===== src/rtl/b16_uart.sv =====
// b16_uart: memory-mapped 8N1 UART for the b16 top-level I/O window.
// DATA register (addr1=0) feeds a TX FIFO and drains an RX FIFO; STATUS
// register (addr1=1) reports flags and holds the TX-idle interrupt enable.

// Small byte FIFO shared by the transmit and receive paths.
module b16_uart_fifo #(
    parameter int AW = 2
) (
    input  logic       clk,
    input  logic       nreset,
    input  logic       push_i,
    input  logic       pop_i,
    input  logic [7:0] din_i,
    output logic [7:0] head_o,
    output logic       empty_o,
    output logic       full_o
);
    localparam int            DEPTH    = 1 << AW;
    localparam logic [AW:0]   FULL_CNT = (AW + 1)'(DEPTH);

    logic [7:0]    mem_q [DEPTH];
    logic [AW-1:0] wr_ptr_q;
    logic [AW-1:0] rd_ptr_q;
    logic [AW:0]   count_q;
    logic          do_push;
    logic          do_pop;

    assign empty_o = (count_q == '0);
    assign full_o  = (count_q == FULL_CNT);
    assign do_pop  = pop_i & ~empty_o;
    // A pop in the same cycle frees the slot that the push lands in.
    assign do_push = push_i & (~full_o | do_pop);
    assign head_o  = mem_q[rd_ptr_q];

    // Byte storage.
    // NOTE: the storage array is deliberately not reset; the pointers and
    // count decide which entries are valid, so clearing it buys nothing.
    always_ff @(posedge clk) begin
        if (do_push) begin
            mem_q[wr_ptr_q] <= din_i;
        end
    end

    // Pointer and occupancy bookkeeping.
    // NOTE: all sequential state uses non-blocking assignments so every
    // register samples pre-edge values regardless of statement order.
    always_ff @(posedge clk or negedge nreset) begin
        if (!nreset) begin
            wr_ptr_q <= '0;
            rd_ptr_q <= '0;
            count_q  <= '0;
        end else begin
            if (do_push) wr_ptr_q <= wr_ptr_q + 1'b1;
            if (do_pop)  rd_ptr_q <= rd_ptr_q + 1'b1;
            case ({do_push, do_pop})
                2'b10:   count_q <= count_q + 1'b1;
                2'b01:   count_q <= count_q - 1'b1;
                default: ;
            endcase
        end
    end
endmodule

module b16_uart #(
    parameter int CLK_HZ  = 50000000,
    parameter int BAUD    = 115200,
    parameter int FIFO_AW = 2
) (
    input  logic        clk,
    input  logic        nreset,
    input  logic        sel,
    input  logic        addr1,
    input  logic        r,
    input  logic [1:0]  w,
    input  logic [15:0] dwrite,
    output logic [15:0] dout,
    input  logic        rxd,
    output logic        txd,
    output logic        irq
);
    localparam int DIV_RAW = (CLK_HZ + BAUD / 2) / BAUD;
    localparam int DIV     = (DIV_RAW < 4) ? 4 : DIV_RAW;
    localparam int CW      = $clog2(DIV);
    localparam logic [CW-1:0] BIT_END  = CW'(DIV - 1);
    localparam logic [CW-1:0] HALF_END = CW'(DIV / 2 - 1);

    typedef enum logic [1:0] {S_IDLE, S_START, S_DATA, S_STOP} state_e;

    // ---------------- bus decode ----------------
    logic data_wr;
    logic data_rd;
    logic stat_wr;
    assign data_wr = sel & ~addr1 & w[0];
    assign data_rd = sel & ~addr1 & r;
    assign stat_wr = sel &  addr1 & w[0];

    // The high byte lane carries nothing this peripheral stores.
    logic unused_bits;
    assign unused_bits = ^{w[1], dwrite[15:8]};

    // ---------------- TX path ----------------
    logic          tx_pop;
    logic [7:0]    tx_head;
    logic          tx_empty;
    logic          tx_full;
    state_e        tx_state_q;
    logic [CW-1:0] tx_cnt_q;
    logic [2:0]    tx_bit_q;
    logic [7:0]    tx_shift_q;
    logic          txd_q;
    logic          tx_bit_end;
    logic          tx_idle;

    b16_uart_fifo #(.AW(FIFO_AW)) u_tx_fifo (
        .clk     (clk),
        .nreset  (nreset),
        .push_i  (data_wr),
        .pop_i   (tx_pop),
        .din_i   (dwrite[7:0]),
        .head_o  (tx_head),
        .empty_o (tx_empty),
        .full_o  (tx_full)
    );

    assign tx_bit_end = (tx_cnt_q == BIT_END);
    // Head leaves the FIFO when a frame starts: from IDLE, or straight out of
    // a finishing STOP so consecutive frames have no idle gap.
    assign tx_pop  = ~tx_empty & ((tx_state_q == S_IDLE) |
                                  ((tx_state_q == S_STOP) & tx_bit_end));
    assign tx_idle = (tx_state_q == S_IDLE) & tx_empty;
    assign txd     = txd_q;

    // Transmit sequencer; txd is registered from the state, one clock behind.
    always_ff @(posedge clk or negedge nreset) begin
        if (!nreset) begin
            tx_state_q <= S_IDLE;
            tx_cnt_q   <= '0;
            tx_bit_q   <= '0;
            tx_shift_q <= '0;
            txd_q      <= 1'b1;
        end else begin
            case (tx_state_q)
                S_START: txd_q <= 1'b0;
                S_DATA:  txd_q <= tx_shift_q[0];
                default: txd_q <= 1'b1;
            endcase

            case (tx_state_q)
                S_IDLE: begin
                    if (tx_pop) begin
                        tx_state_q <= S_START;
                        tx_cnt_q   <= '0;
                        tx_shift_q <= tx_head;
                    end
                end
                S_START: begin
                    if (tx_bit_end) begin
                        tx_state_q <= S_DATA;
                        tx_cnt_q   <= '0;
                        tx_bit_q   <= '0;
                    end else begin
                        tx_cnt_q <= tx_cnt_q + 1'b1;
                    end
                end
                S_DATA: begin
                    if (tx_bit_end) begin
                        tx_cnt_q   <= '0;
                        tx_shift_q <= {1'b0, tx_shift_q[7:1]};
                        if (tx_bit_q == 3'd7) begin
                            tx_state_q <= S_STOP;
                        end else begin
                            tx_bit_q <= tx_bit_q + 1'b1;
                        end
                    end else begin
                        tx_cnt_q <= tx_cnt_q + 1'b1;
                    end
                end
                S_STOP: begin
                    if (tx_bit_end) begin
                        tx_cnt_q <= '0;
                        if (tx_pop) begin
                            tx_state_q <= S_START;
                            tx_shift_q <= tx_head;
                        end else begin
                            tx_state_q <= S_IDLE;
                        end
                    end else begin
                        tx_cnt_q <= tx_cnt_q + 1'b1;
                    end
                end
                default: tx_state_q <= S_IDLE;
            endcase
        end
    end

    // ---------------- RX path ----------------
    logic [1:0]    rx_sync_q;
    logic          rx_prev_q;
    logic          rx_s;
    state_e        rx_state_q;
    logic [CW-1:0] rx_cnt_q;
    logic [2:0]    rx_bit_q;
    logic [7:0]    rx_shift_q;
    logic          rx_bit_end;
    logic          rx_stop_smp;
    logic          rx_push;
    logic          rx_pop;
    logic [7:0]    rx_head;
    logic          rx_empty;
    logic          rx_full;
    logic          rx_valid;
    logic          ovr_evt;
    logic          fe_evt;

    assign rx_s        = rx_sync_q[1];
    assign rx_bit_end  = (rx_cnt_q == BIT_END);
    assign rx_stop_smp = (rx_state_q == S_STOP) & rx_bit_end;
    assign rx_push     = rx_stop_smp & rx_s;
    assign rx_pop      = data_rd & ~rx_empty;
    assign rx_valid    = ~rx_empty;
    // A coinciding CPU pop makes room, so a full FIFO is not an overrun then.
    assign ovr_evt     = rx_push & rx_full & ~rx_pop;
    assign fe_evt      = rx_stop_smp & ~rx_s;

    b16_uart_fifo #(.AW(FIFO_AW)) u_rx_fifo (
        .clk     (clk),
        .nreset  (nreset),
        .push_i  (rx_push),
        .pop_i   (rx_pop),
        .din_i   (rx_shift_q),
        .head_o  (rx_head),
        .empty_o (rx_empty),
        .full_o  (rx_full)
    );

    // Two-flop synchronizer for the asynchronous line plus an edge history bit.
    always_ff @(posedge clk or negedge nreset) begin
        if (!nreset) begin
            rx_sync_q <= 2'b11;
            rx_prev_q <= 1'b1;
        end else begin
            rx_sync_q <= {rx_sync_q[0], rxd};
            rx_prev_q <= rx_s;
        end
    end

    // Receive sequencer: mid-bit sampling, glitch reject on the start bit.
    always_ff @(posedge clk or negedge nreset) begin
        if (!nreset) begin
            rx_state_q <= S_IDLE;
            rx_cnt_q   <= '0;
            rx_bit_q   <= '0;
            rx_shift_q <= '0;
        end else begin
            case (rx_state_q)
                S_IDLE: begin
                    if (rx_prev_q & ~rx_s) begin
                        rx_state_q <= S_START;
                        rx_cnt_q   <= '0;
                    end
                end
                S_START: begin
                    if (rx_cnt_q == HALF_END) begin
                        rx_cnt_q <= '0;
                        if (rx_s) begin
                            rx_state_q <= S_IDLE;
                        end else begin
                            rx_state_q <= S_DATA;
                            rx_bit_q   <= '0;
                        end
                    end else begin
                        rx_cnt_q <= rx_cnt_q + 1'b1;
                    end
                end
                S_DATA: begin
                    if (rx_bit_end) begin
                        rx_cnt_q   <= '0;
                        rx_shift_q <= {rx_s, rx_shift_q[7:1]};
                        if (rx_bit_q == 3'd7) begin
                            rx_state_q <= S_STOP;
                        end else begin
                            rx_bit_q <= rx_bit_q + 1'b1;
                        end
                    end else begin
                        rx_cnt_q <= rx_cnt_q + 1'b1;
                    end
                end
                S_STOP: begin
                    if (rx_bit_end) begin
                        rx_state_q <= S_IDLE;
                        rx_cnt_q   <= '0;
                    end else begin
                        rx_cnt_q <= rx_cnt_q + 1'b1;
                    end
                end
                default: rx_state_q <= S_IDLE;
            endcase
        end
    end

    // ---------------- status, interrupt, read mux ----------------
    logic overrun_q;
    logic frame_err_q;
    logic ie_tx_q;
    logic irq_q;

    assign irq = irq_q;

    // Sticky error flags, interrupt enable and registered interrupt.
    // A hardware event in the same cycle as a software clear wins.
    always_ff @(posedge clk or negedge nreset) begin
        if (!nreset) begin
            overrun_q   <= 1'b0;
            frame_err_q <= 1'b0;
            ie_tx_q     <= 1'b0;
            irq_q       <= 1'b0;
        end else begin
            if (stat_wr) begin
                if (dwrite[3]) overrun_q   <= 1'b0;
                if (dwrite[4]) frame_err_q <= 1'b0;
                ie_tx_q <= dwrite[5];
            end
            if (ovr_evt) overrun_q   <= 1'b1;
            if (fe_evt)  frame_err_q <= 1'b1;
            irq_q <= rx_valid | (tx_idle & ie_tx_q);
        end
    end

    // Combinational read data from registered state.
    // NOTE: dout gets a default first so no path leaves it unassigned and
    // no latch is inferred.
    always_comb begin
        dout = 16'h0000;
        if (sel & r) begin
            if (addr1) begin
                dout = {10'b0, ie_tx_q, frame_err_q, overrun_q,
                        tx_idle, ~tx_full, rx_valid};
            end else if (rx_valid) begin
                dout = {8'h00, rx_head};
            end
        end
    end
endmodule


===== config.mk =====
export PLATFORM = sky130hd
export DESIGN_NAME = b16_uart
export DESIGN_NICKNAME = d
export VERILOG_FILES = /design/src/rtl/b16_uart.sv
export SDC_FILE = /design/constraint.sdc
export NUM_CORES = 1
export LEC_CHECK = 0
export ABC_AREA = 0
export CAP_MARGIN = 20
export CORE_MARGIN = 1.5
export CORE_UTILIZATION = 50
export CTS_CLUSTER_DIAMETER = 50
export CTS_CLUSTER_SIZE = 14
export DETAILED_ROUTE_END_ITERATION = 8
export PLACE_DENSITY_LB_ADDON = 0.3
export SLEW_MARGIN = 15
export SYNTH_ARGS = -nofsm -noshare
export SYNTH_HDL_FRONTEND = slang
export SYNTH_SLANG_ARGS = --single-unit

===== constraint.sdc =====
create_clock -name clk -period 4.85 [get_ports clk]
set_input_delay 0.7275 -clock clk [delete_from_list [all_inputs] [get_ports clk]]
set_output_delay 0.7275 -clock clk [all_outputs]
set_load 0.02 [all_outputs]

==> results.cfg, run 1 <==
[power]
power_density_mw_per_mm2 = 547.3
switching_share_pct = 31.63
clkPwrFrac_pct = 34.8
pwr-share-comb_pct = 25.1
irDropWorstVdd_mv = 0.3453
p_switching_mw = 1.228
internal-power_mw = 2.655
leakage_nw = 2.902
p_total_mw = 3.884
seq_power_share_pct = 40.1

[logic_synthesis]
yosysSeqAreaShare_pct = 58.55
syn_avg_cell_area_um2 = 12.92
ys_types = 62
synth-main-ff-cell = edfxtp_1
synth_edf_count = 64
netlist_instances = 473
ys_async_sr_fraction_pct = 50.77
synth_top_cell_area_share_pct = 31.44
yosys_warnings = 0
synth_top_cell_by_area = edfxtp_1
syn_area_mm2 = 0.006112
synth_seq_cells = 130
synth_area_leaders = edfxtp_1, dfrtp_1, mux4_2

[drt]
wire_per_inst_um = 16.77
drc = 0
first_pass_iters = 5
ant_nets = 0
drt_wl_total_mm = 11.13
dr_total_vias = 3703
drt_iter0_drc = 220
drt-vias-per-instance = 5.577

[timing]
setup_tns_ns = 0
relSlewSlack_pct = 31.88
rsz0062_at_grt = false
slew_viol_final = 0
max_freq_ghz = 0.2714
worst_slew_pin_slew_ns = 1.022
period_minus_slack_ns = 3.685
clock_skew_ns = 0.005111
finalSetupViolCount = 0
finalCritPeriodShare_pct = 75.97
timing.hold.ws_ns = 0.3062
hold_viol = 0

[grt]
grt_pass1_wl_mm = 19.11
grt_pass1_vias = 3876
antenna_found_initial = 0
grt_use_total_pct = 19.68
grt_overflow_total = 0
grt_max_degree = 43

[floorplan]
rows = 40
num_io_pins = 42
start_util_pct = 51.10
die_w_um = 113.6
coreArea_mm2 = 0.01196
die_area_mm2 = 0.01290
die-height_um = 113.6

[clocking]
cts_htree_levels = 4
cts_tree = yes
cts_resized = 0
cts_setup_buffers = 0
cts-root-buf = clkbuf_16
clk_latency_ns = 0.42
clockBufferDepth = 2
hold_buffers = 0
cts_buffers = 17
clkTransAtPathRegs_ns = 0.05
clock-sinks = 130

[worst_setup_path]
crit_path_max_fanout = 8
r2r_end = u_tx_fifo.count_q[2]
start_kind = primary input
endpoint = dout[6]
cp-startpoint = sel
critPathKind = in2out
critPathCaptureType = primary output
crit_arrival_ns = 2.96
r2r-start = tx_cnt_q[1]
reg2reg_slack_ns = 1.91
cp.required_ns = 4.12
reg2reg_depth = 11

[place]
globalplace.congestion = 0.7812
placed_cell_area_mm2 = 0.006466
io_buffers = 24
dpl.hpwl_mm = 7.831

[finish]
final_cell_area_mm2 = 0.007097
final_cell_mix = edfxtp_1, dfrtp_1, inv_1
drive_above_1_share_pct = 15.28
num_antenna_cells = 0
nets = 554
syn_to_final_growth_pct = 16.11
mostFrequentLayoutCell = edfxtp_1
nFillCells = 931

[outcome]
status = complete, no violations

[worst_hold_path]
min_path_type = in2async

[job]
max_cap_viol_count = 0
[worst min path at each step]
stage	from	end	slack, ns	cells after the start
after floorplan	rx_sync_q[0]	rx_sync_q[1]	0.35	0
after global placement	rx_sync_q[0]	rx_sync_q[1]	0.35	0
after detailed placement	rx_sync_q[0]	rx_sync_q[1]	0.35	0
after CTS	nreset	tx_state_q[1]	0.31	1
after global routing	nreset	tx_shift_q[1]	0.33	1
final	nreset	tx_shift_q[1]	0.31	1
[cells by family after synthesis]
family	share of synthesized area (%)
flops	58.55
fa+ha+maj	5.568
buf+inv	5.220
other cells	0.06135
mux	8.843
simple gates	8.905
compound gates	11.14
xor+xnor	1.720
[worst max-delay path, stage by stage]
cell,delay (ns)
clkdlybuf4s50_1,0.53
nand2_1,0.22
nor3_1,0.65
and2_1,0.23
clkdlybuf4s50_1,0.60
[synth_stat cells, drive strengths merged (4+ instances only)]
cell type	n
xnor2	5
inv	55
nor2	26
nand2	28
buf	11
nor3	7
nand3	8
and2	13
o21ai	31
edfxtp	64
xor2	7
mux4	16
o22ai	5
mux2	13
ha	24
a31oi	4
dfrtp	62
o21bai	4
a211oi	5
a22oi	11
dfstp	4
clkbuf	10
a21oi	9
a222oi	7
[power groups by stage]
stage | Clock, mW | Sequential, mW | Combinational [mW]
2_1_floorplan | 0 | 1.46 | 0.832
3_3_place_gp | 0 | 1.57 | 0.922
3_5_place_dp | 0 | 1.58 | 0.981
4_1_cts | 1.38 | 1.56 | 0.985
5_1_grt | 1.42 | 1.59 | 1.10
6_report | 1.35 | 1.56 | 0.975
[cell type report]
class | count | area [um^2] | share of cell area, %
Timing Repair Buffer | 26 | 250.2 | 3.526
Tap cell | 147 | 183.9 | 2.592
Inverter | 55 | 206.4 | 2.909
Sequential cell | 130 | 3578 | 50.42
Clock inverter | 14 | 201.4 | 2.839
Multi-Input combinational cell | 274 | 2247 | 31.66
Clock buffer | 18 | 429.2 | 6.047
[registers in the layout (all words and copies together) (netlist names), 3 cells and up, named ones only]
signal,count
rx_cnt_q,9
u_tx_fifo.mem_q,32
u_rx_fifo.count_q,3
rx_bit_q,3
rx_shift_q,8
u_tx_fifo.count_q,3
u_rx_fifo.mem_q,32
tx_bit_q,3
tx_shift_q,8
tx_cnt_q,9
[layer usage]
layer / vias to the layer above / track usage [%] / part of all wire (%)
li1: 1776 / - / -
met1: 1849 / 24.85 / 44
met2: 69 / 31.57 / 51
met3: 9 / 6.429 / 4.1
met4: 0 / 8.083 / 1.1
met5: - / 0 / 0
[stage by stage]
stage	instances	utilization (%)	worst slack [ns]
after floorplan	480	-	2.160
after global placement	632	54.06	1.278
after detailed placement	632	54.06	1.232
after CTS	664	59.33	1.214
after global routing	664	59.33	1.026
final	664	59.33	1.165
Power figures use the tool's default switching activity.
==> inputs of run 2 (changes only) <==
==> constraint.sdc (replaced) <==
create_clock -name clk -period 3.52 [get_ports clk]
set_input_delay 0.528 -clock clk [delete_from_list [all_inputs] [get_ports clk]]
set_output_delay 0.528 -clock clk [all_outputs]
set_load 0.02 [all_outputs]
==> results.cfg, run 2 (synthesis gave the netlist of run 1 again) <==
[outcome]
status = complete, no violations

[place]
globalplace.congestion = 0.8004
io_buffers = 24
placed_cell_area_mm2 = 0.006496
dpl.hpwl_mm = 7.680

[worst_setup_path]
start_kind = flop
cp.required_ns = 2.99
critPathMaxStageDelay_ns = 0.64
reg2reg_depth = 12
r2r-start = tx_cnt_q[0]
critPathCaptureType = primary output
cp_cell_sequence = inv_1 > ha_1 > nor4b_2 > a22oi_1 > nor2_1 > clkdlybuf4s50_1
cp-startpoint = tx_state_q[0]
r2r_end = u_tx_fifo.count_q[2]
reg2reg_slack_ns = 0.76
crit_arrival_ns = 2.67
endpoint = dout[2]
critPathKind = reg2out
crit_path_max_fanout = 11
critPathSlowestCell = clkdlybuf4s50_1

[floorplan]
die-height_um = 113.6
coreArea_mm2 = 0.01196
die_w_um = 113.6
start_util_pct = 51.10
die_area_mm2 = 0.01290
rows = 40
num_io_pins = 42

[clocking]
clkTransAtPathRegs_ns = 0.06
clockBufferDepth = 2
clk_latency_ns = 0.42
cts_tree = yes
cts_htree_levels = 4
cts_setup_buffers = 0
hold_buffers = 0
cts-root-buf = clkbuf_16
cts_buffers = 17
cts_resized = 0
clock-sinks = 130

[grt]
use_met1_pct = 25.79
grt_overflow_total = 0
grt_max_degree = 39
grt_pass1_wl_mm = 19.39
antenna_found_initial = 0
grt_pass1_vias = 3808
grt_util_met3_pct = 6.217
grt_use_total_pct = 19.98
grt.busiest_layer = met2
use_met2_pct = 32.33

[power]
pwr-share-comb_pct = 25.8
internal-power_mw = 3.545
clkPwrFrac_pct = 33.3
power_density_mw_per_mm2 = 742.8
seq_power_share_pct = 40.9
switching_share_pct = 32.68
irDropWorstVdd_mv = 0.6086
leakage_nw = 2.905
p_switching_mw = 1.721
p_total_mw = 5.266

[timing]
worst_slew_pin_slew_ns = 1.027
finalCritPeriodShare_pct = 90.72
slew_viol_final = 0
clock_skew_ns = 0.01402
max_freq_ghz = 0.3131
finalSetupViolCount = 0
period_minus_slack_ns = 3.193
setup_tns_ns = 0
hold_viol = 0
rsz0062_at_grt = false
relSlewSlack_pct = 31.52

[drt]
drt_iter0_drc = 253
drt_wl_total_mm = 11.52
dr_total_vias = 3769
wire_per_inst_um = 17.25
ant_nets = 0
first_pass_iters = 5
drc = 0
drt-vias-per-instance = 5.642

[finish]
num_antenna_cells = 0
final_cell_mix = edfxtp_1, dfrtp_1, inv_1
final_core_util_pct = 59.27
nets = 558
mostFrequentLayoutCell = edfxtp_1
drive_above_1_share_pct = 15.93
final_cell_area_mm2 = 0.007089
syn_to_final_growth_pct = 15.99
nFillCells = 915
reg_top3 = u_rx_fifo.mem_q (32), u_tx_fifo.mem_q (32)

[worst_hold_path]
min_path_type = in2async

[job]
max_cap_viol_count = 0
==> run 2: power by group through the flow <==
stage / Clock [mW] / Sequential, mW / Combinational [mW]
after floorplan: 0 / 2.02 / 1.15
after global placement: 0 / 2.17 / 1.29
after detailed placement: 0 / 2.18 / 1.35
after CTS: 1.78 / 2.16 / 1.36
after global routing: 1.85 / 2.20 / 1.52
final: 1.75 / 2.16 / 1.36
==> run 2: final cells by class <==
| cell class | count | area, um^2 | area share [%] |
|---|---|---|---|
| Clock buffer | 18 | 439.2 | 6.195 |
| Clock inverter | 14 | 153.9 | 2.171 |
| Inverter | 55 | 206.4 | 2.912 |
| Multi-Input combinational cell | 274 | 2247 | 31.70 |
| Sequential cell | 130 | 3578 | 50.48 |
| Tap cell | 147 | 183.9 | 2.594 |
| Timing Repair Buffer | 30 | 280.3 | 3.953 |
==> run 2: worst min-delay path by stage <==
stage,start,end,slack (ns)
after floorplan,nreset,asynchronous set/reset pin,0.23
after global placement,rx_sync_q[0],rx_sync_q[1],0.35
after detailed placement,rx_sync_q[0],rx_sync_q[1],0.35
after CTS,nreset,tx_shift_q[2],0.26
after global routing,nreset,tx_shift_q[2],0.28
final,nreset,tx_shift_q[2],0.22
==> run 2: critical path, delay by kind of cell (launching register included) <==
kind,cells,cell delay (ns)
flops,1,0.41
compound gates,1,0.11
fa+ha+maj,1,0.39
simple gates,2,0.55
buf+inv,2,0.78
==> run 2: metal layers <==
metal  up-vias  share of wire (%)
li1       1782                  -
met1      1903                 45
met2        74                 50
met3        10                3.5
met4         0                1.2
met5         -                  0
==> run 2: metrics by stage <==
step	setup WS, ns	std cells	hold WS, ns
final	0.3266	668	0.2180
after global routing	0.1716	668	0.2849
after global placement	0.5957	636	0.3476
after detailed placement	0.5274	636	0.3523
after CTS	0.3358	668	0.2582
after floorplan	1.029	480	0.2324
==> inputs of run 3 (changes only) <==
--- a/config.mk
+++ b/config.mk
@@ -6,12 +6,12 @@
 export NUM_CORES = 1
 export LEC_CHECK = 0
 export ABC_AREA = 0
-export CAP_MARGIN = 20
 export CORE_MARGIN = 1.5
 export CORE_UTILIZATION = 50
 export CTS_CLUSTER_DIAMETER = 50
 export CTS_CLUSTER_SIZE = 14
 export DETAILED_ROUTE_END_ITERATION = 8
+export GPL_TIMING_DRIVEN = 0
 export PLACE_DENSITY_LB_ADDON = 0.3
 export SLEW_MARGIN = 15
 export SYNTH_ARGS = -nofsm -noshare
==> results.cfg, run 3 (synthesis gave the netlist of run 1 again) <==
[worst_hold_path]
min_path_type = reg2reg
min-delay-start = rx_sync_q[0]

[clocking]
cts_tree = yes
clockBufferDepth = 2
cts_htree_levels = 4
cts_buffers = 17
cts_setup_buffers = 0
cts-root-buf = clkbuf_16
clock-sinks = 130
clkTransAtPathRegs_ns = 0.06
clk_latency_ns = 0.42

[worst_setup_path]
path_buf_inv = 3
critPathSlowestCell = clkdlybuf4s50_1
critPathMaxStageDelay_ns = 0.63
critPathCaptureType = primary output
r2r-start = tx_cnt_q[1]
cp_cell_sequence = inv_1 > ha_2 > nor4b_4 > clkbuf_2 > a22oi_1 > nor2_1 > clkdlybuf4s50_1
start_kind = flop
cp-startpoint = tx_state_q[0]
cp_top_family = buffers and inverters
crit_arrival_ns = 2.82
critPathKind = reg2out
cp.required_ns = 2.99
crit_path_max_fanout = 11

[finish]
mostFrequentLayoutCell = edfxtp_1
nets = 574
final_cell_mix = edfxtp_1, dfrtp_1, inv_1
num_antenna_cells = 0
drive_above_1_share_pct = 17.13
reg_top3 = u_rx_fifo.mem_q (32), u_tx_fifo.mem_q (32)
final_core_util_pct = 60.08
syn_to_final_growth_pct = 17.58

[timing]
rsz0062_at_grt = false
relSlewSlack_pct = 53.82
finalSetupViolCount = 0
setup_tns_ns = 0
max_freq_ghz = 0.2991
worst_slew_pin_slew_ns = 0.6874
setup_ws_ns = 0.1762
hold_viol = 0
finalCritPeriodShare_pct = 94.99
slew_viol_final = 0
clock_skew_ns = 0.009868
period_minus_slack_ns = 3.344

[power]
leakage_nw = 2.963
irDropWorstVdd_mv = 0.3991
power_density_mw_per_mm2 = 727.4

[drt]
wire_per_inst_um = 16.63
first_pass_iters = 5
drt_iter0_drc = 266
ant_nets = 0
route.met2.wl_mm = 5.639
drc = 0
dr_total_vias = 3846
wirelength_met1_mm = 5.105
wl_met3_um = 409
drt_wl_total_mm = 11.37
drt-vias-per-instance = 5.623
highest_layer = met4

[place]
dp_slack_ns = 0.01870
dpl.hpwl_mm = 7.797
io_buffers = 24
globalplace.congestion = 0.7769

[floorplan]
die_w_um = 113.6
start_util_pct = 51.10
die_area_mm2 = 0.01290
rows = 40
coreArea_mm2 = 0.01196
num_io_pins = 42
die-height_um = 113.6

[grt]
grt_pass1_vias = 3852
grt_overflow_total = 0
grt_pass1_wl_mm = 19.15
grt_use_total_pct = 19.49
grt_max_degree = 53
antenna_found_initial = 0

[job]
max_cap_viol_count = 0

[outcome]
status = complete, no violations
==> run 3: routing by layer <==
layer  up-vias  GRT usage, %
li1       1821             -
met1      1921         25.09
met2        84         32.13
met3        20         3.826
met4         0         9.083
met5         -             0
==> run 3: repair_timing <==
item	4_1_cts	5_1_grt
endpoints found under the hold margin	13	0
hold buffers	1	0
gates resized for setup	3	1
setup endpoints to repair	1	1
==> run 3: path summary, 6_finish.rpt <==
| path | to | slack [ns] | depth (start not counted) |
|---|---|---|---|
| setup / recovery | dout[2] | 0.18 | 7 |
| hold / removal | rx_sync_q[1] | 0.36 | 0 |
| setup reg to reg | u_tx_fifo.count_q[2] | 0.67 | 11 |
| hold reg to reg | rx_sync_q[1] | 0.36 | 0 |
| max in group asynchronous | rx_sync_q[0] | 2.42 | 3 |
| min in group asynchronous | tx_state_q[0] | 0.53 | 2 |
==> run 3: final cells by class <==
cell class	instances	area (um^2)
Multi-Input combinational cell	274	2258
Clock inverter	15	148.9
Inverter	55	206.4
Sequential cell	130	3578
Buffer	20	110.1
Timing Repair Buffer	26	275.3
Fill cell	906	4775
Clock buffer	17	425.4
Tap cell	147	183.9
==> run 3: per-stage QoR <==
| step | hold WS [ns] | power [mW] | instances | cell area (um^2) |
|---|---|---|---|---|
| detailed placement | 0.3487 | 3.551 | 652 | 6588 |
| floorplan | 0.2324 | 3.164 | 480 | 6138 |
| global placement | 0.3472 | 3.464 | 651 | 6563 |
| global route | 0.3631 | 5.547 | 684 | 7187 |
| CTS | 0.3571 | 5.251 | 684 | 7178 |
| finish | 0.3570 | 5.228 | 684 | 7187 |
==> run 3: worst register-to-register path, delay by kind of cell (launching register included) <==
family / cells / cell delay [ns]
AO/OA/AOI/OAI: 1 / 0.31
XOR/XNOR: 2 / 0.31
adder cells (fa/ha/maj): 3 / 0.75
buffers and inverters: 2 / 0.13
flip-flops: 1 / 0.40
AND/OR/NAND/NOR: 3 / 0.88
==> run 3: power breakdown <==
group | switching [mW] | internal (mW)
registers | 0.195 | 1.84
logic | 0.855 | 0.657
clock network | 0.692 | 0.989
total | 1.74 | 3.49
